`src/rtl/rng_pkg.sv`:
```
// Shared types and constants for the LFSR random number generator.
// The seed-load feature of lfsr_random_gen is enabled by defining RNG_SEED_LOAD_EN.
package rng_pkg;

  // Request FSM: IDLE waits for a request, DIV runs the divider, DONE presents the result.
  typedef enum logic [1:0] {
    IDLE = 2'd0,
    DIV  = 2'd1,
    DONE = 2'd2
  } rng_state_e;

  // x^32 + x^22 + x^2 + x + 1, Fibonacci feedback mask.
  localparam logic [31:0] RNG_DEFAULT_TAPS = 32'h80200003;
  localparam logic [31:0] RNG_DEFAULT_SEED = 32'h00004C93;

  // Keep only the low w bits of a seed; an all-zero seed would lock the LFSR, so use 1.
  function automatic logic [31:0] nonzero_seed(input logic [31:0] s, input int w);
    logic [31:0] mask;
    logic [31:0] v;
    mask = (w >= 32) ? 32'hFFFF_FFFF : ((32'd1 << w) - 32'd1);
    v    = s & mask;
    return (v == 32'd0) ? 32'd1 : v;
  endfunction

endpackage

```
`src/rtl/lfsr_random_gen_lfsr_core.sv`:
```
// Free-running Fibonacci LFSR with zero-guarded reset and load values.
module lfsr_core
  import rng_pkg::*;
#(
  parameter int          WIDTH = 32,
  parameter logic [31:0] TAPS  = RNG_DEFAULT_TAPS,
  parameter logic [31:0] SEED  = RNG_DEFAULT_SEED
) (
  input  logic             clk,
  input  logic             reset,
  input  logic             load,
  input  logic [WIDTH-1:0] load_val,
  output logic [WIDTH-1:0] state
);

  localparam logic [WIDTH-1:0] TAP_MASK  = TAPS[WIDTH-1:0];
  localparam logic [WIDTH-1:0] RESET_VAL = WIDTH'(nonzero_seed(SEED, WIDTH));

  logic [WIDTH-1:0] load_nz;

  // A zero load value is replaced by 1 so the register can never stall at zero.
  assign load_nz = WIDTH'(nonzero_seed(32'(load_val), WIDTH));

  // Shift every cycle; a load takes the place of the shift for that cycle.
  always_ff @(posedge clk or posedge reset) begin
    if (reset) begin
      state <= RESET_VAL;
    end else if (load) begin
      state <= load_nz;
    end else begin
      state <= {state[WIDTH-2:0], ^(state & TAP_MASK)};
    end
  end

endmodule

```
`src/rtl/lfsr_random_gen.sv`:
```
// Pseudo-random generator: free-running LFSR, sampled on each rising edge of enable
// and reduced to [0, max_value] by a restoring divider (remainder of lfsr / (max_value+1)).
// Define RNG_SEED_LOAD_EN to add the seed_load / seed_in ports.
//
// Handshake: each 0->1 transition of enable is one request. busy is high from the cycle
// after the request is accepted up to and including the cycle in which valid is high.
// valid is a single-cycle pulse marking the cycle random_output first shows a new result.
// Edges seen while busy is high are dropped, never queued.
module lfsr_random_gen
  import rng_pkg::*;
#(
  parameter int          WIDTH = 32,
  parameter logic [31:0] TAPS  = RNG_DEFAULT_TAPS,
  parameter logic [31:0] SEED  = RNG_DEFAULT_SEED
) (
  input  logic             clk,
  input  logic             reset,
  input  logic             enable,
  input  logic [WIDTH-1:0] max_value,
`ifdef RNG_SEED_LOAD_EN
  input  logic             seed_load,
  input  logic [WIDTH-1:0] seed_in,
`endif
  output logic [WIDTH-1:0] random_output,
  output logic             valid,
  output logic             busy
);

  localparam int               CW     = $clog2(WIDTH);
  localparam logic [WIDTH:0]   ONE_W1 = 1;
  localparam logic [CW-1:0]    LAST   = CW'(WIDTH - 1);

  rng_state_e       state_q;
  rng_state_e       state_d;
  logic             enable_prev;
  logic             req;
  logic             max_all_ones;
  logic             last_step;
  logic             lfsr_load;
  logic [WIDTH-1:0] lfsr_load_val;
  logic [WIDTH-1:0] lfsr_q;
  logic [WIDTH-1:0] dividend_q;
  logic [WIDTH:0]   divisor_q;
  logic [WIDTH-1:0] rem_q;
  logic [CW-1:0]    step_q;
  logic [WIDTH:0]   rem_shift;
  logic             rem_ge;
  logic [WIDTH-1:0] rem_step;

`ifdef RNG_SEED_LOAD_EN
  assign lfsr_load     = seed_load;
  assign lfsr_load_val = seed_in;
`else
  assign lfsr_load     = 1'b0;
  assign lfsr_load_val = '0;
`endif

  lfsr_core #(
    .WIDTH (WIDTH),
    .TAPS  (TAPS),
    .SEED  (SEED)
  ) u_lfsr (
    .clk      (clk),
    .reset    (reset),
    .load     (lfsr_load),
    .load_val (lfsr_load_val),
    .state    (lfsr_q)
  );

  assign req          = enable & ~enable_prev;
  assign max_all_ones = &max_value;
  assign last_step    = (step_q == LAST);

  // One restoring-division step: bring in the next dividend bit, subtract if it fits.
  // The remainder is always below the divisor, so it fits in WIDTH bits.
  assign rem_shift = {rem_q, dividend_q[WIDTH-1]};
  assign rem_ge    = (rem_shift >= divisor_q);
  assign rem_step  = rem_ge ? WIDTH'(rem_shift - divisor_q) : rem_shift[WIDTH-1:0];

  assign valid = (state_q == DONE);
  assign busy  = (state_q != IDLE);

  // Next-state logic; DONE always returns to IDLE, so a request landing there is lost.
  always_comb begin
    state_d = state_q;
    case (state_q)
      IDLE:    if (req) state_d = max_all_ones ? DONE : DIV;
      DIV:     if (last_step) state_d = DONE;
      DONE:    state_d = IDLE;
      default: state_d = IDLE;
    endcase
  end

  // State register.
  always_ff @(posedge clk or posedge reset) begin
    if (reset) begin
      state_q <= IDLE;
    end else begin
      state_q <= state_d;
    end
  end

  // Edge detector, operand capture, divider datapath and result register.
  always_ff @(posedge clk or posedge reset) begin
    if (reset) begin
      enable_prev   <= 1'b0;
      dividend_q    <= '0;
      divisor_q     <= '0;
      rem_q         <= '0;
      step_q        <= '0;
      random_output <= '0;
    end else begin
      enable_prev <= enable;
      case (state_q)
        IDLE: begin
          if (req) begin
            dividend_q <= lfsr_q;
            divisor_q  <= {1'b0, max_value} + ONE_W1;
            rem_q      <= '0;
            step_q     <= '0;
            // Dividing by 2^WIDTH leaves the value unchanged, so skip the divider.
            if (max_all_ones) begin
              random_output <= lfsr_q;
            end
          end
        end
        DIV: begin
          dividend_q <= {dividend_q[WIDTH-2:0], 1'b0};
          rem_q      <= rem_step;
          step_q     <= step_q + CW'(1);
          if (last_step) begin
            random_output <= rem_step;
          end
        end
        default: begin
        end
      endcase
    end
  end

endmodule
```
`config.mk`:
```
export PLATFORM = sky130hd
export DESIGN_NAME = lfsr_random_gen
export DESIGN_NICKNAME = d
export VERILOG_FILES = /design/src/rtl/rng_pkg.sv /design/src/rtl/lfsr_random_gen_lfsr_core.sv /design/src/rtl/lfsr_random_gen.sv
export SDC_FILE = /design/constraint.sdc
export NUM_CORES = 1
export LEC_CHECK = 0
export BUFFER_PORTS_ARGS = -buffer_cell sky130_fd_sc_hd__clkbuf_2
export CORE_MARGIN = 3
export CORE_UTILIZATION = 45
export DETAILED_ROUTE_END_ITERATION = 10
export GPL_ROUTABILITY_DRIVEN = 0
export HOLD_SLACK_MARGIN = 0.15
export PLACE_DENSITY = 0.7
export SYNTH_ARGS = -nofsm -noshare
export SYNTH_HDL_FRONTEND = slang
export SYNTH_SLANG_ARGS = --single-unit
```
`constraint.sdc`:
```
create_clock -name clk -period 6.57 [get_ports clk]
set_clock_uncertainty 0.15 [all_clocks]
set_input_delay 0.9855 -clock clk [delete_from_list [all_inputs] [get_ports clk]]
set_output_delay 0.9855 -clock clk [all_outputs]
set_load 0.01 [all_outputs]
```
**Yosys cells after proc, flatten, opt, wreduce, memory -nomap -nowiden**

Index checks and enable logic that the tools add are counted.

- Add/sub/neg operators: 3
- Order comparisons: 1
- Equality and inequality tests: 6
- Multiplexer cells: 15
- Bitwise logic cells: 2
- Reduce and logical (&&, ||, !) cells: 9

Operator list:

| cell | number |
|---|---|
| $mux 32 | 6 |
| $pmux 32 s2 | 3 |
| $add 32x1->33 const B | 1 |
| $ge 33x33->1 | 1 |
| $reduce_and 32->1 | 1 |
| $reduce_xor 32->1 | 1 |
| $sub 32x32->32 | 1 |
| $pmux 5 s2 | 1 |
| $mux 2 | 3 |
| $ne 2x2->1 const B | 3 |
| $reduce_and 2->1 | 3 |
| $add 5x1->5 const B | 1 |
| $eq 5x5->1 const B | 1 |
| $mux 5 | 1 |
| $pmux 2 s2 | 1 |
| $reduce_and 4->1 | 1 |
| $reduce_bool 2->1 | 2 |
| $eq 2x1->1 const B | 1 |
| $eq 2x2->1 const B | 1 |
| $logic_not 2->1 | 1 |
| $and 1x1->1 | 1 |
| $not 1->1 | 1 |

- Register bits after elaboration: 169
- Input bits: 35
- Output and inout bits: 34

**Longest topological paths before layout**

Gate-level depths: netlist of run 1.

- Depth in word-level cells: 4
- Depth in mapped cells: 12
- Depth with buffers taken out: 12

**Hierarchy**

Synthesis of run 1 repeated with hierarchy kept, for this count alone.

- Cells, all modules: 1027
- Area, all modules: 9474.1 um^2

By module, submodules not included:

| module | times used | cells an instance | area each (um^2) | seq. area each (um^2) |
|---|---|---|---|---|
| lfsr_random_gen | 1 | 943 | 8127.8 | 3428.3 |
| lfsr_core | 1 | 84 | 1346.3 | 809.5 |

**Worst setup path after synthesis of run 1**

Ideal clock, no wire load.

- Kind: input -> register
- Start: input port max_value[7]
- End: register random_output[23]
- Arrival: 2620 ps
- Required time: 6287 ps
- Path slack: 3667 ps
- Cell stages on the path: 9
- Path buffers: 2
- Cells stage by stage: and3_1 > nand3_1 > nor4_4 > a31oi_1 > buf_2 > buf_6 > or3_1 > o21ai_0 > a21oi_1

- Longest elaborated chain between the ends: 3

Ends and longest elaborated chain:

| item | line | text |
|---|---|---|
| start, declared | lfsr_random_gen.sv:19 | `input logic [WIDTH-1:0] max_value,` |
| $reduce_and 32->1 | lfsr_random_gen.sv:71 | `assign max_all_ones = &max_value;` |
| $ne 2x2->1 (no source line) | n/a |  |
| $reduce_and 4->1 (no source line) | n/a |  |
| end signal, assigned | lfsr_random_gen.sv:123 | `random_output <= lfsr_q;` |
| end signal, assigned | lfsr_random_gen.sv:132 | `random_output <= rem_step;` |
| end, declared | lfsr_random_gen.sv:24 | `output logic [WIDTH-1:0] random_output,` |

Every way passes these cells.
A chain may end at the register's enable or synchronous reset.

**Final worst setup path of run 1**

- Start: register state_q[0]
- End: register random_output[4]

- Longest elaborated chain between the ends: 3

Ends and longest elaborated chain:

| item | line | text |
|---|---|---|
| start, declared | lfsr_random_gen.sv:33 | `rng_state_e state_q;` |
| start signal, assigned | lfsr_random_gen.sv:99 | `state_q <= state_d;` |
| $eq 2x1->1 / $logic_not 2->1 (equally long branches) | lfsr_random_gen.sv:114 | `case (state_q)` |
| $ne 2x2->1 (no source line) / $reduce_bool 2->1 (equally long branches) | n/a |  |
| $reduce_and 4->1 (no source line) | n/a |  |

Parallel ways exist; a longest one is shown, timed or not.

==> key figures, run 1 <==
STA
  • Worst-Margin Slew: around 960 ps
  • Sum Neg Setup Slack: 0 ps
  • Final slew viol count: 0
  • Final setup vio count: 0
  • RSZ-0062 raised after global routing: false
  • Fmax: 267 MHz
  • Tmin final: between 3000 and 4000 ps
  • Tcrit/Tclk final: 56.9%
  • Final Hold Violating Endpoints: 0
  • Slew headroom: between 30% and 40%
  • Setup ws final: 2830 ps

Route
  • Via count: between 7000 and 8000
  • Final wirelength: 23100 µm
  • Final ANT Viol Nets: 0
  • Drt wl/cell: roughly 17 µm
  • Drt first-iter violations: 563
  • DRC: 0
  • DR vias/cell: ~5.7
  • Pre-antenna DRT Iters: 6

Global routing
  • Largest net degree at the start of global routing: between 100 and 150
  • All-Layer GR Usage: a little over a fifth
  • Initial antenna violation count: 1
  • GRT overflow: 0
  • Vias in the first global route: roughly 7500
  • Global-route wire length before repair: approximately 38000 µm

Clocking
  • CTS resizes: 0
  • CTS tree: done
  • Clk_lat worst skew: roughly 430 ps
  • Worst-path clk slew: ~70 ps
  • Root Driver: clkbuf_16
  • H-tree depth: 4
  • Total CTS buffers: 17
  • Clock sink total: between 150 and 200
  • CTS max path bufs: 2
  • Cts hold-fix bufs: 0
  • Post-CTS setup buffer count: 0

Final layout
  • Final nets: 1131
  • # diodes: 0
  • FF+latch area: ~0.0042 mm²
  • Multi-input gate area: roughly 0.0046 mm²
  • # fillers: ~1900
  • Synth-to-layout area growth: 12.2%
  • Most common cell after layout, fill and taps aside: nand2_1
  • Most frequent cells in the layout: 164 x nand2_1, 162 x dfrtp_1, 100 x o21ai_0
  • Share of layout cells above drive strength 1: between 10% and 20%

Setup path
  • CP delay by family, top: simple AND/OR/NAND/NOR gates
  • Critical Path Sink Type: flop
  • Reg-to-reg setup timing slack: around 2800 ps
  • CP startpoint kind: flop
  • WP depth: 8
  • Crit path max-delay cell type: a31oi_2
  • Worst Path Max Fanout: between 70 and 80
  • Setup Crit Path Kind: reg -> reg
  • CP peak stage delay: approximately 770 ps
  • Reg2reg end: random_output[4]
  • R2R Path Start: state_q[0]
  • CP Buf/Inv Count: 2
  • Reg2reg path depth: 8
  • Arrival time of the worst setup path: a little under 4000 ps
  • Worst Path Required: ~6700 ps
  • Critical Path Source: state_q[0]
  • Cells along the critical path: nor2b_4 -> buf_4 -> and2_1 -> a31oi_2 -> inv_1 -> and3_1 -> a21oi_1 -> o21ai_0

Logic synthesis
  • Share of the synthesized area in the top cell type: 44.0%
  • Syn Nets: approximately 1100
  • Post-Synth Simple-Gate Area: between 10% and 20%
  • Syn Std Cell Area: about 0.0092 mm²
  • Multiplexer area fraction after synthesis: 2.08%
  • Xor/xnor cell area share of the yosys netlist: ~6.1%
  • Synth Area in Compound Gates: between 10% and 20%
  • Synth Register Bits: approximately 170
  • Ys async rst share: between 90% and 100%
  • Total of warnings raised by yosys: 0
  • Largest area contributor in the synthesized netlist: dfrtp_1
  • Ranking of synthesized cells by area: dfrtp_1 44%, nand2_1 6.7%, o21ai_0 5.4%, ha_1 4.9%, a21oi_1 4.1%
  • Post-synthesis cell count: 1024
  • Predominant post-synthesis flop cell: dfrtp_1
  • Post-Syn Area per Cell: 9.00 µm²
  • Adder-cell area share of the yosys netlist: between 5 and 6%
  • Post-synth EDFFs: 0
  • Largest family of logic cells by synthesized area: compound AO/OA/AOI/OAI gates
  • Seq/Total Area, Yosys: around 46%
  • Netlist cell types: 58

Hold path
  • Min-delay worst type: reg -> reg
  • Hold Crit Start: u_lfsr.state[10]
  • Hold Crit Endpoint: u_lfsr.state[11]
  • Worst hold path depth: 0

Power and ir drop
  • Peak supply drop: between 0.0003 and 0.0004 V
  • PD cells: about 620 mW/mm²
  • Static leakage: 4.76 nW

Placed design
  • Post-DP HPWL: 16200 µm
  • Number of buffers added on ports: approximately 70
  • Setup WS pre-CTS: ~2700 ps

Floorplan
  • Die ar.: 0.0222 mm²
  • Die width: approximately 150 µm
  • Initial Util: around 47%
  • Core Area: between 0.015 and 0.02 mm²
  • Row cnt: 51
  • I/O pin count: around 70
  • Die Ht: ~150 µm

Run
  • Max_cap viols: 0

Outcome
  • Status: finished, final reports clean
kinds of logic after synthesis:
kind of cell / count (synthesis)
AND/OR/NAND/NOR: 342
AO/OA/AOI/OAI: 288
flip-flops: 169
buffers and inverters: 105
XOR/XNOR: 64
adder cells (fa/ha/maj): 37
multiplexers: 19
power breakdown:
group,internal [mW],switching [mW]
clock network,0.619,0.450
registers,1.45,0.287
logic,1.35,2.26
total,3.41,3.00
area by class of cell:
class / count / share of cell area [%]
inverter: 46 / 1.72
tap: 265 / 3.21
clock buffer: 18 / 4.25
clock inverter: 14 / 1.84
multi-input combinational: 750 / 44.2
timing repair buffer: 75 / 3.80
sequential: 169 / 41.0
metal layers:
layer	up-vias	part of all wire, %	track usage [%]
li1	3672	-	-
met1	3712	44	28.6
met2	160	49	36.2
met3	39	4.7	4.35
met4	2	1.9	6.00
met5	-	0.056	0
registers in the layout, indices dropped and copies added (netlist names):
signal         cells
rem_q             32
dividend_q        32
random_output     32
enable_prev        1
state_q            2
step_q             5
divisor_q         33
u_lfsr.state      32
synthesized netlist by cell type (all sizes together) (2+ instances only):
cell type and n:
a211oi 7, a21o 5, a21oi 75, a22oi 29, a31oi 27, and2 5
and3 27, buf 20, clkbuf 39, dfrtp 162, dfstp 7, ha 36
inv 46, mux2i 18, nand2 165, nand2b 4, nand3 49, nand4 12
nor2 43, nor2b 4, nor3 11, nor4 3, o211ai 12, o21a 2
o21ai 102, o21bai 2, o221ai 2, o22ai 2, o31ai 12, or3 14
xnor2 28, xor2 36
worst max path at each step:
stage / endpoint / slack (ps)
after floorplan: dividend_q[0] / 870
after global placement: random_output[22] / 2750
after detailed placement: random_output[22] / 2700
after CTS: random_output[12] / 2890
after global routing: random_output[12] / 2520
final: random_output[4] / 2830
stage by stage:
step / utilization, % / total power [mW] / cells / instance area, µm² / hold WS, ps
4_1_cts: 52.3 / 6.39 / 1337 / 10300 / 221
3_5_place_dp: 49.1 / 5.29 / 1305 / 9710 / 212
5_1_grt: 52.3 / 6.93 / 1337 / 10300 / 234
2_1_floorplan: - / 4.38 / 1024 / 9220 / 209
6_report: 52.3 / 6.41 / 1337 / 10300 / 219
3_3_place_gp: 49.1 / 5.22 / 1305 / 9710 / 213
No activity file was read; power rests on OpenSTA's default activity.
==> inputs of run 2 (changes only) <==
- ABC_AREA: default -> 1
- PLACE_DENSITY: 0.7 -> 0.69
- clock period: 6.57 -> 3.85 ns (I/O delays scaled with it)
==> key figures, run 2 <==
Outcome
  • Status: finished, final reports clean

Logic synthesis
  • Xor/xnor cell area share of the yosys netlist: 2.83% (-3.2 points)
  • Post-synth EDFFs: 0 (unchanged)
  • Synth Area in Compound Gates: 10.4% (-8.5 points)
  • Total of warnings raised by yosys: 0 (unchanged)
  • Share of the synthesized area in the top cell type: 38.6% (-5.4 points)
  • Largest family of logic cells by synthesized area: simple AND/OR/NAND/NOR gates
  • Seq/Total Area, Yosys: 40.3% (-5.6 points)
  • Post-Syn Area per Cell: 7.38 µm² (-18%)
  • Netlist cell types: 45 (-22%)
  • Post-Synth Simple-Gate Area: 31.3% (+14 points)
  • Largest area contributor in the synthesized netlist: dfrtp_1
  • Multiplexer area fraction after synthesis: 0% (-2.1 points)
  • Ys async rst share: 100% (unchanged)
  • Predominant post-synthesis flop cell: dfrtp_1
  • Synth top cells by count: 452 x nand2_1, 217 x inv_1, 162 x dfrtp_1, 119 x nand3_1, 87 x nor2_1
  • Synth Register Bits: 169 (unchanged)
  • Most common cell in the netlist: nand2_1
  • Ranking of synthesized cells by area: dfrtp_1 39%, nand2_1 16%, inv_1 7.8%, nand3_1 5.7%, a21oi_2 4.8%
  • Post-synthesis cell count: 1424 (+39%)
  • Adder-cell area share of the yosys netlist: 4.48% (-0.63 points)
  • Syn Std Cell Area: 0.0105 mm² (+14%)
  • Syn Nets: 1496 (+36%)

Route
  • Drt first-iter violations: 623 (+11%)
  • Pre-antenna DRT Iters: 6 (unchanged)
  • DR vias/cell: 5.08 (-11%)
  • Final ANT Viol Nets: 0 (unchanged)
  • Final wirelength: 27200 µm (+17%)
  • Via count: 9156 (+21%)
  • DRC: 0 (unchanged)
  • Drt wl/cell: 15.1 µm (-13%)

Clocking
  • H-tree depth: 4 (unchanged)
  • Total CTS buffers: 17 (unchanged)
  • CTS tree: done
  • Post-CTS setup buffer count: 0 (unchanged)
  • Root Driver: clkbuf_16
  • Worst-path clk slew: 70 ps (about the same)
  • Clk_lat worst skew: 440 ps (about the same)
  • Clock sink total: 169 (unchanged)
  • CTS max path bufs: 2 (unchanged)

Setup path
  • CP startpoint kind: flop
  • Crit path max-delay cell type: dfrtp_1
  • Worst Path Max Fanout: 33 (-55%)
  • CP Buf/Inv Count: 0 (-2)
  • Reg2reg path depth: 14 (+6)
  • CP delay by family, top: simple AND/OR/NAND/NOR gates
  • Critical Path Sink Type: flop
  • Setup Crit Path Kind: reg -> reg
  • R2R Path Start: rem_q[2]
  • CP peak stage delay: 420 ps (-350 ps)
  • Arrival time of the worst setup path: 3000 ps (-870 ps)
  • Cells along the critical path: ha_1 -> nand2_1 -> nor2_1 -> nand2_1 -> nand3_2 -> nand2_1 -> nand2_2 -> nand2_2 -> nand2_2 -> nand2_4 -> nand2_4 -> nand2_1 -> nand3_1 -> o21ai_0
  • CP most frequent cell: nand2_1
  • Worst Path Required: 3980 ps (-2720 ps)
  • Reg-to-reg setup timing slack: 970 ps (-1860 ps)
  • Reg2reg end: rem_q[24]

Global routing
  • Initial antenna violation count: 0 (-1)
  • Vias in the first global route: 8912 (+18%)
  • GRT overflow: 0 (unchanged)
  • All-Layer GR Usage: 22.0% (+0.39 points)
  • Largest net degree at the start of global routing: 170 (+59%)
  • Global-route wire length before repair: 45100 µm (+17%)

STA
  • Slew headroom: 34.4% (-1.7 points)
  • Worst-Margin Slew: 983 ps (+24.1 ps)
  • Tmin final: 2880 ps (-862 ps)
  • Final slew viol count: 0 (unchanged)
  • RSZ-0062 raised after global routing: false
  • Final setup vio count: 0 (unchanged)
  • Fmax: 348 MHz (+30%)
  • Tcrit/Tclk final: 74.7% (+18 points)
  • Final Hold Violating Endpoints: 0 (unchanged)
  • Sum Neg Setup Slack: 0 ps (unchanged)

Power and ir drop
  • Switching power: 5.96 mW (+99%)
  • Register share of total power: 23.6% (-3.4 points)
  • Switching Fraction: 51.8% (+5.0 points)
  • Clock share of power: 14.5% (-2.2 points)
  • Combinational Power Share: 61.9% (+5.6 points)
  • PD cells: 992 mW/mm² (+60%)
  • Static leakage: 6.08 nW (+28%)
  • Pint: 5.56 mW (+63%)
  • Peak supply drop: 0.000444 V (+39%)

Final layout
  • Largest Register: divisor_q
  • Most frequent cells in the layout: 452 x nand2_1, 216 x inv_1, 162 x dfrtp_1
  • # diodes: 0 (unchanged)
  • Max reg flops: 33 (unchanged)
  • # fillers: 2259 (+19%)
  • Final std cells w/o fill: 1804 (+35%)
  • Final nets: 1550 (+37%)
  • Synth-to-layout area growth: 10.6%
  • Share of layout cells above drive strength 1: 15.4% (+3.2 points)
  • Most common cell after layout, fill and taps aside: nand2_1
  • FF+latch area: 0.00424 mm² (unchanged)
  • Multi-input gate area: 0.00515 mm² (+13%)

Floorplan
  • Initial Util: 46.1% (-0.48 points)
  • I/O pin count: 69 (unchanged)
  • Die width: 159 µm (+6.5%)
  • Core Area: 0.0228 mm² (+15%)
  • Die ar.: 0.0252 mm² (+13%)
  • Die Ht: 159 µm (+6.5%)
  • Row cnt: 55 (+7.8%)

Placed design
  • Post-DP HPWL: 20000 µm (+24%)
  • Placed cell count: 1771 (+36%)
  • Number of buffers added on ports: 68 (unchanged)

Hold path
  • Min-delay worst type: in -> async

Run
  • Max_cap viols: 0 (unchanged)
## run 2: cell count changes in the layout (fill, tap and decap cells not counted), moves of 27 or more
cell     change
nand2_1    +288
and3_1      -27
nor2_1      +43
a21oi_2     +57
a21oi_1     -47
a22oi_1     -28
nand3_1     +70
inv_1      +171
o21ai_0     -47
## run 2: power groups by stage
stage	clock network, mW	registers [mW]	logic, mW
after floorplan	0	2.70	5.44
after global placement	0	2.75	6.90
after detailed placement	0	2.76	7.04
after CTS	1.69	2.73	7.10
after global routing	1.77	2.78	8.08
final	1.67	2.72	7.13
## run 2: metrics by stage
stage	worst slack, ps	util (%)	hold slack (ps)	area (µm²)	power, mW
after floorplan	973	-	217	10500	8.14
after global placement	935	48.5	220	11000	9.66
after detailed placement	879	48.5	220	11000	9.80
after CTS	1000	51.0	231	11600	11.5
after global routing	743	51.0	236	11600	12.6
final	974	51.0	231	11600	11.5
## run 2: worst max path at each step
stage,startpoint,end,slack [ps],cells past startpoint
floorplan,reset,dividend_q[0],970,1
global placement,max_value[0],random_output[27],930,12
detailed placement,max_value[0],random_output[20],880,12
CTS,rem_q[2],rem_q[24],1000,14
global route,rem_q[2],random_output[20],740,14
finish,rem_q[2],rem_q[24],970,14
## run 2: cell type report
class,count,share of cell area (%)
Multi-Input combinational cell,989,44.4
Sequential cell,169,36.5
Tap cell,313,3.37
Inverter,225,7.35
Clock buffer,18,3.69
Timing Repair Buffer,76,3.58
Clock inverter,14,1.14
## run 2: kinds of logic after synthesis
group / Yosys count
compound gates: 166
buf+inv: 266
simple gates: 752
fa+ha+maj: 37
flops: 169
xor+xnor: 34
## run 2: metal layers
| layer | global-route usage [%] | vias up | part of all wire (%) |
|---|---|---|---|
| met5 | 0 | - | 0 |
| met4 | 7.28 | 0 | 2.8 |
| met3 | 3.50 | 57 | 4.6 |
| met2 | 36.4 | 249 | 47 |
| met1 | 29.5 | 4268 | 45 |
| li1 | - | 4582 | - |
## run 2: worst reg2reg max path, stage by stage (launching register included)
cell and delay (ps):
dfrtp_1 420, ha_1 380, nand2_1 120, nor2_1 110
nand2_1 60, nand3_2 90, nand2_1 70, nand2_2 130
nand2_2 80, nand2_2 100, nand2_4 230, nand2_4 380
nand2_1 110, nand3_1 140, o21ai_0 130
## run 2: what timing repair did
action                                  4_1_cts  5_1_grt
hold buffers                                  1        0
hold endpoints to repair                      1        0
endpoints found under the setup margin        0        0
resized for setup                             0        0
==> inputs of run 3 (changes only) <==
- clock period: 3.85 -> 2.71 ns (I/O delays scaled with it)
==> key figures, run 3 (synthesis results as in run 2) <==
Floorplan
  • Initial Util: 46.1% (unchanged)
  • Die ar.: 0.0252 mm² (unchanged)
  • I/O pin count: 69 (unchanged)
  • Die Ht: 159 µm (unchanged)
  • Die width: 159 µm (unchanged)
  • Row cnt: 55 (unchanged)
  • Core Area: 0.0228 mm² (unchanged)

Setup path
  • CP most frequent cell: nand2_1
  • Reg-to-reg setup timing slack: 110 ps (-860 ps)
  • CP peak stage delay: 420 ps (about the same)
  • CP delay by family, top: simple AND/OR/NAND/NOR gates
  • Cells along the critical path: ha_1 -> nand2_1 -> nor2_1 -> nand2_1 -> nor4_4 -> nand2_4 -> nand2_8 -> nand2_1 -> nand3_1 -> o21ai_0
  • Worst Path Required: 2840 ps (-1140 ps)
  • Reg2reg path depth: 10 (-4)
  • Reg2reg end: rem_q[25]
  • Critical Path Sink Type: flop
  • Crit path max-delay cell type: dfrtp_1
  • Arrival time of the worst setup path: 2730 ps (-270 ps)
  • R2R Path Start: rem_q[20]
  • CP startpoint kind: flop
  • Worst Path Max Fanout: 32 (-3.0%)
  • CP Buf/Inv Count: 0 (unchanged)
  • Setup Crit Path Kind: reg -> reg

Hold path
  • Hold Crit Endpoint: divisor_q[31]
  • Hold Crit Start: max_value[31]
  • Min-delay worst type: in -> reg
  • Worst hold path depth: 4

STA
  • Final setup vio count: 0 (unchanged)
  • Final Hold Violating Endpoints: 0 (unchanged)
  • Final slew viol count: 0 (unchanged)
  • Tmin final: 2600 ps (-277 ps)
  • Slew headroom: 57.4% (+23 points)
  • Tcrit/Tclk final: 95.9% (+21 points)
  • Fmax: 385 MHz (+11%)
  • RSZ-0062 raised after global routing: true
  • Worst-Margin Slew: 638 ps (-345 ps)
  • Sum Neg Setup Slack: 0 ps (unchanged)

Placed design
  • Placed cell count: 1787 (+0.90%)
  • Post-DP HPWL: 20700 µm (+3.8%)
  • Number of buffers added on ports: 68 (unchanged)

Clocking
  • Worst-path clk slew: 70 ps (about the same)
  • Clk_lat worst skew: 440 ps (about the same)
  • H-tree depth: 4 (unchanged)
  • Root Driver: clkbuf_16
  • CTS max path bufs: 2 (unchanged)
  • CTS tree: done
  • Clock sink total: 169 (unchanged)
  • Total CTS buffers: 17 (unchanged)

Final layout
  • Final nets: 1576 (+1.7%)
  • Most frequent cells in the layout: 449 x nand2_1, 216 x inv_1, 162 x dfrtp_1
  • Final std cells w/o fill: 1830 (+1.4%)
  • Largest Register: divisor_q
  • Synth-to-layout area growth: 13.7%
  • Final core area utilization: 52.4% (+1.5 points)
  • Share of layout cells above drive strength 1: 17.1% (+1.8 points)
  • Max reg flops: 33 (unchanged)
  • Most common cell after layout, fill and taps aside: nand2_1
  • # diodes: 0 (unchanged)

Global routing
  • Largest net degree at the start of global routing: 79 (-54%)
  • GRT overflow: 0 (unchanged)
  • All-Layer GR Usage: 22.2% (+0.25 points)
  • Vias in the first global route: 8970 (+0.65%)
  • Initial antenna violation count: 1 (+1)
  • Global-route wire length before repair: 45400 µm (+0.61%)

Outcome
  • Status: finished, final reports clean

Route
  • Drt first-iter violations: 689 (+11%)
  • DR vias/cell: 5.07 (-0.16%)
  • Drt wl/cell: 15.0 µm (-0.27%)
  • DRC: 0 (unchanged)
  • Final wirelength: 27500 µm (+1.2%)
  • Pre-antenna DRT Iters: 6 (unchanged)
  • Via count: 9273 (+1.3%)
  • Final ANT Viol Nets: 0 (unchanged)

Run
  • Max_cap viols: 0 (unchanged)

Power and ir drop
  • Peak supply drop: 0.000694 V (+56%)
  • PD cells: 1400 mW/mm² (+41%)
  • Static leakage: 6.24 nW (+2.5%)
-- run 3: timing repair --
action	in CTS	in global routing
resized for setup	0	16
hold endpoints to repair	28	0
buffers inserted	1	0
pin swaps	1	0
setup endpoints to repair	1	65
hold buffers	10	0
-- run 3: worst reg2reg max path, delay by kind of cell, from the launching register on --
family          cells  cell delay, ps
fa+ha+maj           1             390
compound gates      1             160
simple gates        8            1330
flops               1             420
-- run 3: cell type report --
class	count	area, µm²
fillers	2214	10800
multi-input cells	989	5220
flip-flops and latches	169	4240
inverters	225	853
repair buffers	102	666
clock buffers	17	425
well taps	313	392
clock inverters	15	150
-- run 3: stage by stage --
stage               hold WS, ps  total power, mW  instance area, µm²  worst slack (ps)
finish                      172             16.8               11900               111
global route                194             18.3               11900             -27.5
CTS                         165             16.6               11900              39.8
detailed placement          231             14.1               11200             -20.9
global placement            230             13.9               11200              14.3
floorplan                   217             11.6               10500              4.49
-- run 3: worst max path at each step --
| stage | startpoint | slack (ps) | end | cells past startpoint |
|---|---|---|---|---|
| 3_5_place_dp | rem_q[19] | -20 | rem_q[25] | 14 |
| 4_1_cts | rem_q[16] | 40 | rem_q[25] | 12 |
| 5_1_grt | rem_q[20] | -30 | rem_q[25] | 10 |
| 6_report | rem_q[20] | 110 | rem_q[25] | 10 |
| 3_3_place_gp | rem_q[19] | 10 | rem_q[25] | 14 |
| 2_1_floorplan | reset | 4 | dividend_q[0] | 1 |
-- run 3: where the power goes --
| part | leakage, nW | switching, mW | internal [mW] |
|---|---|---|---|
| registers | 2.14 | 0.565 | 3.34 |
| logic | 3.82 | 6.90 | 3.57 |
| clock network | 0.273 | 1.17 | 1.23 |
| total | 6.24 | 8.63 | 8.13 |
-- run 3: metal layers --
| layer | share of wire, % | track usage [%] |
|---|---|---|
| met5 | 0 | 0 |
| met4 | 3.3 | 7.40 |
| met3 | 4.8 | 3.65 |
| met2 | 47 | 36.6 |
| met1 | 45 | 29.8 |
